### config.mk
export PLATFORM = sky130hd
export DESIGN_NAME = lighting_system
export DESIGN_NICKNAME = d
export VERILOG_FILES = /design/src/rtl/lighting_pkg.sv /design/src/rtl/lamp_thermo_decoder.sv /design/src/rtl/lighting_system.sv
export SDC_FILE = /design/constraint.sdc
export NUM_CORES = 1
export LEC_CHECK = 0
export BUFFER_PORTS_ARGS = -buffer_cell sky130_fd_sc_hd__buf_2
export CORE_MARGIN = 1
export CORE_UTILIZATION = 45
export DETAILED_ROUTE_END_ITERATION = 7
export PLACE_DENSITY = 0.83
export SYNTH_ARGS = -nofsm -noshare
export SYNTH_HDL_FRONTEND = slang
export SYNTH_SLANG_ARGS = --single-unit
### constraint.sdc
create_clock -name clk -period 2.3 [get_ports clk]
set_clock_uncertainty 0.15 [all_clocks]
set_input_delay 0.46 -clock clk [delete_from_list [all_inputs] [get_ports clk]]
set_output_delay 0.46 -clock clk [all_outputs]
set_load 0.05 [all_outputs]
### src/rtl/lighting_pkg.sv
// Shared constants and helpers for the home-lighting controller.
package lighting_pkg;

   // One-hot time-of-day codes from the time/sensor front end
   localparam logic [3:0] TC_IDLE    = 4'b0000;
   localparam logic [3:0] TC_MORNING = 4'b0001;
   localparam logic [3:0] TC_NOON    = 4'b0010;
   localparam logic [3:0] TC_EVENING = 4'b0100;
   localparam logic [3:0] TC_NIGHT   = 4'b1000;

   localparam logic [3:0] SHADE_OPEN   = 4'd15;
   localparam logic [3:0] SHADE_CLOSED = 4'd0;

   localparam int NUM_LAMPS = 16;

   // Unsigned 4-bit minimum; equal operands return that value
   function automatic logic [3:0] min4(input logic [3:0] a, input logic [3:0] b);
      return (a < b) ? a : b;
   endfunction

   // Move cur one step toward tgt, or hold when already there
   function automatic logic [3:0] step_toward(input logic [3:0] cur, input logic [3:0] tgt);
      if (cur < tgt)      return cur + 4'd1;
      else if (cur > tgt) return cur - 4'd1;
      else                return cur;
   endfunction

endpackage

### src/rtl/lamp_thermo_decoder.sv
// Purely combinational 4-bit count to 16-bit thermometer code:
// bit i is set iff i < count, so bit 15 is never set.
module lamp_thermo_decoder
   import lighting_pkg::*;
(
   input  logic [3:0]           count,
   output logic [NUM_LAMPS-1:0] therm
);

   // Light every lamp position below the requested count
   always_comb begin
      // NOTE: every output of an always_comb gets a default first so no path can infer a latch.
      therm = '0;
      for (int i = 0; i < NUM_LAMPS - 1; i++) begin
         therm[i] = (count > 4'(i));
      end
   end

endmodule

### src/rtl/lighting_system.sv
// Registered home-lighting controller: time-of-day code, user lamp request
// and room length in; shade level, lamp count and lamp vector out, one
// cycle later.
// Optional build macro LIGHTING_SYSTEM_RAMP_EN: shade and lamp count step
// toward their targets by at most one per clock instead of jumping.
module lighting_system
   import lighting_pkg::*;
#(
   parameter logic [3:0] NOON_SHADE  = 4'd7,
   parameter int         NIGHT_SHIFT = 1
) (
   input  logic                 clk,
   input  logic                 rst_n,
   input  logic [3:0]           tcode,
   input  logic [3:0]           ulight,
   input  logic [3:0]           lenght,
   output logic [3:0]           wshade,
   output logic [3:0]           lightnum,
   output logic [NUM_LAMPS-1:0] lightstate
);

   logic [3:0] shade_tgt;
   logic [3:0] num_tgt;

   // Decode the time code into shade and lamp-count targets; unknown codes act as idle
   always_comb begin
      shade_tgt = SHADE_CLOSED;
      num_tgt   = 4'd0;
      case (tcode)
         TC_MORNING: shade_tgt = SHADE_OPEN;
         TC_NOON:    shade_tgt = NOON_SHADE;
         TC_EVENING: num_tgt   = min4(ulight, lenght);
         TC_NIGHT:   num_tgt   = min4(ulight, lenght >> NIGHT_SHIFT);
         default: ;
      endcase
   end

   // Output registers: jump to target, or ramp by one when the ramp build is enabled
   always_ff @(posedge clk or negedge rst_n) begin
      if (!rst_n) begin
         wshade   <= SHADE_CLOSED;
         lightnum <= 4'd0;
      end else begin
         // NOTE: sequential state uses non-blocking assignments so all registers update from pre-edge values.
`ifdef LIGHTING_SYSTEM_RAMP_EN
         wshade   <= step_toward(wshade, shade_tgt);
         lightnum <= step_toward(lightnum, num_tgt);
`else
         wshade   <= shade_tgt;
         lightnum <= num_tgt;
`endif
      end
   end

   // Lamp vector comes from the registered count so it always matches lightnum
   lamp_thermo_decoder u_thermo (
      .count (lightnum),
      .therm (lightstate)
   );

endmodule

==> summary.md, run 1 <==
| Metric | Value |
|---|---|
| Vias/cell | `~5.3` |
| Most frequent cells after synthesis | `nand2_1 (8), dfrtp_1 (6), ha_1 (5), inv_1 (5), nor2_1 (5)` |
| Crit path kind | `reg2out` |
| Setup violations, final | `0` |
| Die Area | `about 1600 µm²` |
| Clock root buffer | `clkbuf_4` |
| Placed insts | `about 120` |
| Minimum clock period | `1.92 ns` |
| Routed wire length | `approximately 1400 µm` |
| Pins Over Slew Limit | `0` |
| Initial antenna violation count | `0` |
| Largest net degree at the start of global routing | `13` |
| Peak supply drop | `roughly 0.00032 V` |
| Clk sink count | `6` |
| Number of synthesized flops with an enable pin | `0` |
| Num CTS Buffers | `3` |
| Max-cap violation count | `0` |
| Layout Nets | `~130` |
| Slew headroom | `a little under three fifths` |
| Netlist cell types | `32` |
| Worst setup EP type | `primary output` |
| Yosys warning count | `0` |
| Fin. Hold Viols | `0` |
| Post-synthesis register bit count | `6` |
| Synth top area cells | `dfrtp_1 (24%), ha_1 (9.8%), mux2_2 (5.3%), o211a_1 (4.7%), nand2_1 (4.7%)` |
| N_diodes | `0` |
| CP Data Required Time | `about 1.7 ns` |
| IO buf count | `36` |
| Least-Margin Pin Slew | `0.639 ns` |
| Post-synth ARST share | `100%` |
| Fin area | `roughly 840 µm²` |
| P&R area growth vs syn | `32.1%` |
| Synthesized area | `around 640 µm²` |
| Pwr dens | `around 430 nW/µm²` |
| Hold WC Path Type | `in2reg` |
| Placer Congestion | `0.840` |
| Hold_ws | `about 0.27 ns` |
| # resized after CTS | `0` |
| Cts hold-fix bufs | `1` |
| Die width | `between 30 and 40 µm` |
| Setup Buffers After CTS | `0` |
| Crit path max fanout | `11` |
| Initial cell density of the core | `between 40% and 50%` |
| First-pass GRT wire length | `between 2000 and 2500 µm` |
| Critical Path AT | `1.31 ns` |
| CTS tree | `done` |
| # rows | `13` |
| CP Launch Type | `flop` |
| DRC violations left | `0` |
| Total Power | `approximately 360 µW` |
| Sequential area share after synthesis | `23.6%` |
| GR Util All Layers | `between 20% and 30%` |
| Placed Area | `between 800 and 900 µm²` |
| Wire per inst | `11.3 µm` |
| Clk slew on worst S/H paths | `~0.040 ns` |
| DRT Pass-1 Iters | `4` |
| Fmax | `0.520 GHz` |
| Post-DP HPWL | `1130 µm` |
| Routed Antenna Nets | `0` |
| # IOs | `38` |
| Top-count cell post-synth | `nand2_1` |
| Dominant cell type by area after synthesis | `dfrtp_1` |
| Leakage | `0.543 nW` |
| Status | `finished clean` |
| Die Span Y | `slightly below 40 µm` |
| Syn nets | `93` |
| Vias in the first global route | `between 500 and 600` |
| Clock tree buffer depth | `2` |
| Fin cells | `123` |
| Core area | `between 1000 and 1500 µm²` |
| Initial DRC count | `20` |
| Routed via count | `656` |
| Post-synth top area share | `approximately a quarter` |
| H-tree levels | `1` |
| Unrepaired setup endpoints after global routing | `false` |
| Synth Instances | `74` |
| Share of cells above drive strength 1 | `between 40% and 50%` |
| Tcrit/Tclk final | `a little over four fifths` |
| Overflow after GRT | `0` |
| Dominant synthesized flop cell | `dfrtp_1` |
| Syn avg cell area | `about 8.6 µm²` |
| Final core occ | `between 60 and 70%` |
-- metal layers --
| layer | routed length, µm | track usage (%) | up-vias | share of wire (%) |
|---|---|---|---|---|
| li1 | - | - | 326 | - |
| met1 | 609 | 23.0 | 300 | 44 |
| met2 | 670 | 33.6 | 30 | 48 |
| met3 | 114 | 8.52 | 0 | 8.2 |
| met4 | 0 | 6.03 | 0 | 0 |
| met5 | 0 | 0 | - | 0 |
-- where the power goes --
part           switching (mW)  leakage (nW)  internal (mW)
clock                  0.0348        0.0138         0.0588
combinational           0.100         0.447         0.0499
sequential            0.00633        0.0822          0.110
total                   0.142         0.543          0.218
-- layout by cell type, fill, tap and decap left out, types with 2 or more instances in the layout --
cell type and n:
buf_2 36, nand2_1 8, dfrtp_1 6, inv_1 5, nor2_1 5, ha_1 5, a21oi_1 4, nor3_1 3
mux2_2 3, o211a_1 3, a211o_1 3, clkbuf_4 3, nor4b_1 2
-- layout make-up --
type | count | area (µm²)
well taps | 15 | 18.8
repair buffers | 38 | 198
clock buffers | 3 | 22.5
flip-flops and latches | 6 | 150
fillers | 125 | 462
multi-input cells | 56 | 432
inverters | 5 | 18.8
-- stage by stage --
step           setup TNS (ns)  setup slack, ns
2_1_floorplan         -0.0121          -0.0121
3_3_place_gp                0            0.190
3_5_place_dp                0            0.162
4_1_cts                     0            0.373
5_1_grt                     0            0.298
6_report                    0            0.376
-- sequential cells by signal (all words and copies together) (netlist names) --
signal    flops
wshade        2
lightnum      4
-- logic make-up after synthesis --
kind of cell,Yosys count,synth area share [%]
AND/OR/NAND/NOR,28,26.2
AO/OA/AOI/OAI,18,24.2
buffers and inverters,12,8.86
flip-flops,6,23.6
adder cells (fa/ha/maj),5,9.84
multiplexers,3,5.31
other,1,0.590
XOR/XNOR,1,1.38
-- critical path, cell delays in order (launching register included) --
cell and delay (ns):
dfrtp_1 0.47, or3_1 0.39, buf_2 0.21
-- final timing paths --
path / from / to / slack [ns] / cells after the start
worst max-delay path: lightnum[1] / lightstate[1] / 0.38 / 2
min in group asynchronous: rst_n / wshade[2] / 0.42 / 2
worst min-delay path: tcode[2] / wshade[2] / 0.27 / 2
max in group asynchronous: rst_n / lightnum[1] / 1.44 / 2
(Power assumes the default switching activity.)
==> run 2: changes to the inputs <==
Settings changed: ABC_AREA set to 1, CORE_UTILIZATION 45 to 41, PLACE_DENSITY 0.83 to 0.78.
Clock period 2.3 ns to 1.8 ns, I/O delays scaled along.
==> run 2 against run 1 <==
Net effect: cell count increased by 20%; final area increased by 12%; largest cell class unchanged; largest power group unchanged; critical path type unchanged; critical path depth increased by 1; first-iteration DRC count decreased by 50%.
==> summary.md, run 2 <==
| Metric | Value |
|---|---|
| Most frequent cells in the layout | `buf_2 (32), nand2_1 (26), inv_1 (17)` |
| Clock tree buffer depth | `2 (unchanged)` |
| Registers with the most flip-flops | `lightnum: 4 flops, wshade: 2 flops` |
| Reg power frac | `30.7% (-1.5 points)` |
| DRT Pass-1 Iters | `4 (unchanged)` |
| Initial antenna violation count | `0 (unchanged)` |
| Fin cells | `147 (+20%)` |
| Pwr dens | `507 nW/µm² (+18%)` |
| DR top layer | `met3` |
| Unrepaired setup endpoints after global routing | `true` |
| Synth Instances | `94 (+27%)` |
| Crit path max fanout | `5 (-6)` |
| Top-count cell post-synth | `nand2_1` |
| Fmax | `0.561 GHz` |
| Synth top area cells | `dfrtp_1 (25%), nand2_1 (18%), inv_1 (11%), ha_1 (11%), nand3_1 (10%)` |
| # rows | `13 (unchanged)` |
| CP Launch Type | `flop` |
| Dominant synthesized flop cell | `dfrtp_1` |
| Met1 Routed Length | `541 µm (-11%)` |
| Post-synth ARST share | `100% (unchanged)` |
| DRC violations left | `0 (unchanged)` |
| Vias/cell | `4.69 (-12%)` |
| Worst setup EP type | `primary output` |
| Synthesized area | `594 µm² (-6.5%)` |
| CTS tree | `done` |
| Clock power frac | `27.3% (+1.3 points)` |
| Core area | `1320 µm² (+1.2%)` |
| P&R area growth vs syn | `57.7%` |
| Routed via count | `690 (+5.2%)` |
| Most common cell after layout, fill and taps aside | `buf_2` |
| Setup violations, final | `0 (unchanged)` |
| Sequential area share after synthesis | `25.3% (+1.6 points)` |
| CP bufs+invs | `2 (+1)` |
| Post-DP HPWL | `1160 µm (+2.6%)` |
| DP Worst Slack | `0.0779 ns (-0.0845 ns)` |
| N_diodes | `0 (unchanged)` |
| Post-synthesis register bit count | `6 (unchanged)` |
| NetSw | `195 µW (+38%)` |
| Most frequent cells after synthesis | `nand2_1 (28), inv_1 (17), nand3_1 (12)` |
| Overflow after GRT | `0 (unchanged)` |
| Fin area | `937 µm² (+12%)` |
| Placer Congestion | `0.766 (-8.8%)` |
| Peak supply drop | `0.000264 V (-17%)` |
| Gate power share | `42.0% (+0.2 points)` |
| Critical Path, Cell by Cell | `inv_1 -> a21oi_4 -> buf_2` |
| Syn avg cell area | `6.32 µm² (-26%)` |
| CP peak stage delay | `0.42 ns (-0.05 ns)` |
| H-tree levels | `1 (unchanged)` |
| Die Area | `1610 µm² (+2.5%)` |
| Dominant cell type by area after synthesis | `dfrtp_1` |
| # IOs | `38 (unchanged)` |
| Number of synthesized flops with an enable pin | `0 (unchanged)` |
| Syn nets | `113 (+22%)` |
| Status | `finished clean` |
| Fill cells | `105 (-16%)` |
| Tcrit/Tclk final | `99.0%` |
| Fin. Hold Viols | `0 (unchanged)` |
| GR Util All Layers | `18.9% (-1.3 points)` |
| Largest net degree at the start of global routing | `8 (-5)` |
| Clock root buffer | `clkbuf_4` |
| Placed insts | `142 (+19%)` |
| Family with the most delay on the worst path | `buffers and inverters` |
| Initial cell density of the core | `45.1% (-3.7 points)` |
| IO buf count | `36 (unchanged)` |
| Yosys warning count | `0 (unchanged)` |
| Largest register FFs | `4 (unchanged)` |
| Hold_ws | `0.163 ns (-0.110 ns)` |
| Metal3 WL | `75 µm (-34%)` |
| Leakage | `0.583 nW (+7.3%)` |
| Num CTS Buffers | `3 (unchanged)` |
| Routed wire length | `1360 µm (-2.6%)` |
| Clk slew on worst S/H paths | `0.05 ns (about the same)` |
| Sw Share | `41.1% (+1.8 points)` |
| Total Power | `475 µW (+32%)` |
| Die width | `40.1 µm (+1.3%)` |
| Wire per inst | `9.24 µm (-18%)` |
| P_int | `280 µW (+28%)` |
| Placed Area | `881 µm² (+9.1%)` |
| Pins Over Slew Limit | `0 (unchanged)` |
| First-pass GRT wire length | `2050 µm (-3.3%)` |
| Top reg by flops | `lightnum` |
| Post-synth top area share | `25.3% (+1.6 points)` |
| Critical Path AT | `1.27 ns (-0.04 ns)` |
| Met2 routed wirelength | `741 µm (+11%)` |
| Vias in the first global route | `550 (+4.8%)` |
| Routed Antenna Nets | `0 (unchanged)` |
| Clk sink count | `6 (unchanged)` |
| Total negative slack | `0 ns (unchanged)` |
| Final core occ | `71.1% (+6.6 points)` |
| Register Area | `155 µm² (+3.3%)` |
| Layout Nets | `152 (+18%)` |
| CP Data Required Time | `1.29 ns (-0.40 ns)` |
| Multi-input logic area | `449 µm² (+4.1%)` |
| Die Span Y | `40.1 µm (+1.3%)` |
| Netlist cell types | `18 (-44%)` |
| Max-cap violation count | `0 (unchanged)` |
| Crit path kind | `reg2out` |
| Worst path slowest cell | `dfrtp_2` |
| Final worst slack | `0.0178 ns (-0.358 ns)` |
| Initial DRC count | `10 (-50%)` |
| Hold WC Path Type | `in2reg` |
| Minimum clock period | `about 1.8 ns` |
| Share of cells above drive strength 1 | `46.2% (-0.084 points)` |
-- run 2: cell types whose count changed in the layout (fill, tap and decap cells not counted), moves of 3 or more --
cell and delta:
inv_1 +12, dfrtp_1 -4, o211a_1 -3, dfrtp_2 +4, nand3_1 +12, nand2_1 +18, buf_2 -4, o21ai_4 +4
nor2_4 +3, mux2_2 -3, a211o_1 -3, nor3_1 -3
-- run 2: area by class of cell --
cell class              instances  area share [%]
clock buffers                   4            2.80
flip-flops and latches          6            16.6
well taps                      15            2.00
repair buffers                 38            23.5
multi-input cells              66            47.9
inverters                      18            7.21
-- run 2: timing repair --
item / in CTS / in global routing
buffers inserted: 0 / 0
gates resized for setup: 3 / 4
hold buffers: 1 / 0
endpoints found under the hold margin: 6 / 0
setup endpoints to repair: 4 / 8
pin swaps: 0 / 0
-- run 2: cell families (layout without fill, tap and decap cells) --
logic type / Yosys count / after routing / share of synthesized area, %
and+or+nand+nor: 51 / 51 / 39.6
buffers and inverters: 22 / 60 / 15.8
AOI/OAI and AO/OA: 9 / 9 / 8.21
DFF: 6 / 6 / 25.3
adders and majority gates: 5 / 5 / 10.5
other: 1 / 1 / 0.631
-- run 2: power groups by stage --
| stage | Clock, mW | Combinational, mW | Sequential [mW] |
|---|---|---|---|
| finish | 0.130 | 0.199 | 0.146 |
| global route | 0.145 | 0.219 | 0.147 |
| CTS | 0.134 | 0.199 | 0.145 |
| detailed placement | 0 | 0.196 | 0.147 |
| global placement | 0 | 0.193 | 0.147 |
| floorplan | 0 | 0.131 | 0.165 |
-- run 2: worst paths after layout --
path,cells after the start,to,slack [ns],start
max,3,lightstate[9],0.02,lightnum[2]
max in group asynchronous,2,lightnum[3],1.02,rst_n
min in group asynchronous,2,lightnum[2],0.32,rst_n
min,2,wshade[3],0.16,tcode[1]
-- run 2: layer usage --
layer | up-vias | GRT usage, %
met5 | - | 0
met3 | 0 | 3.33
met2 | 29 | 37.5
met1 | 295 | 18.6
li1 | 366 | -
met4 | 0 | 7.76
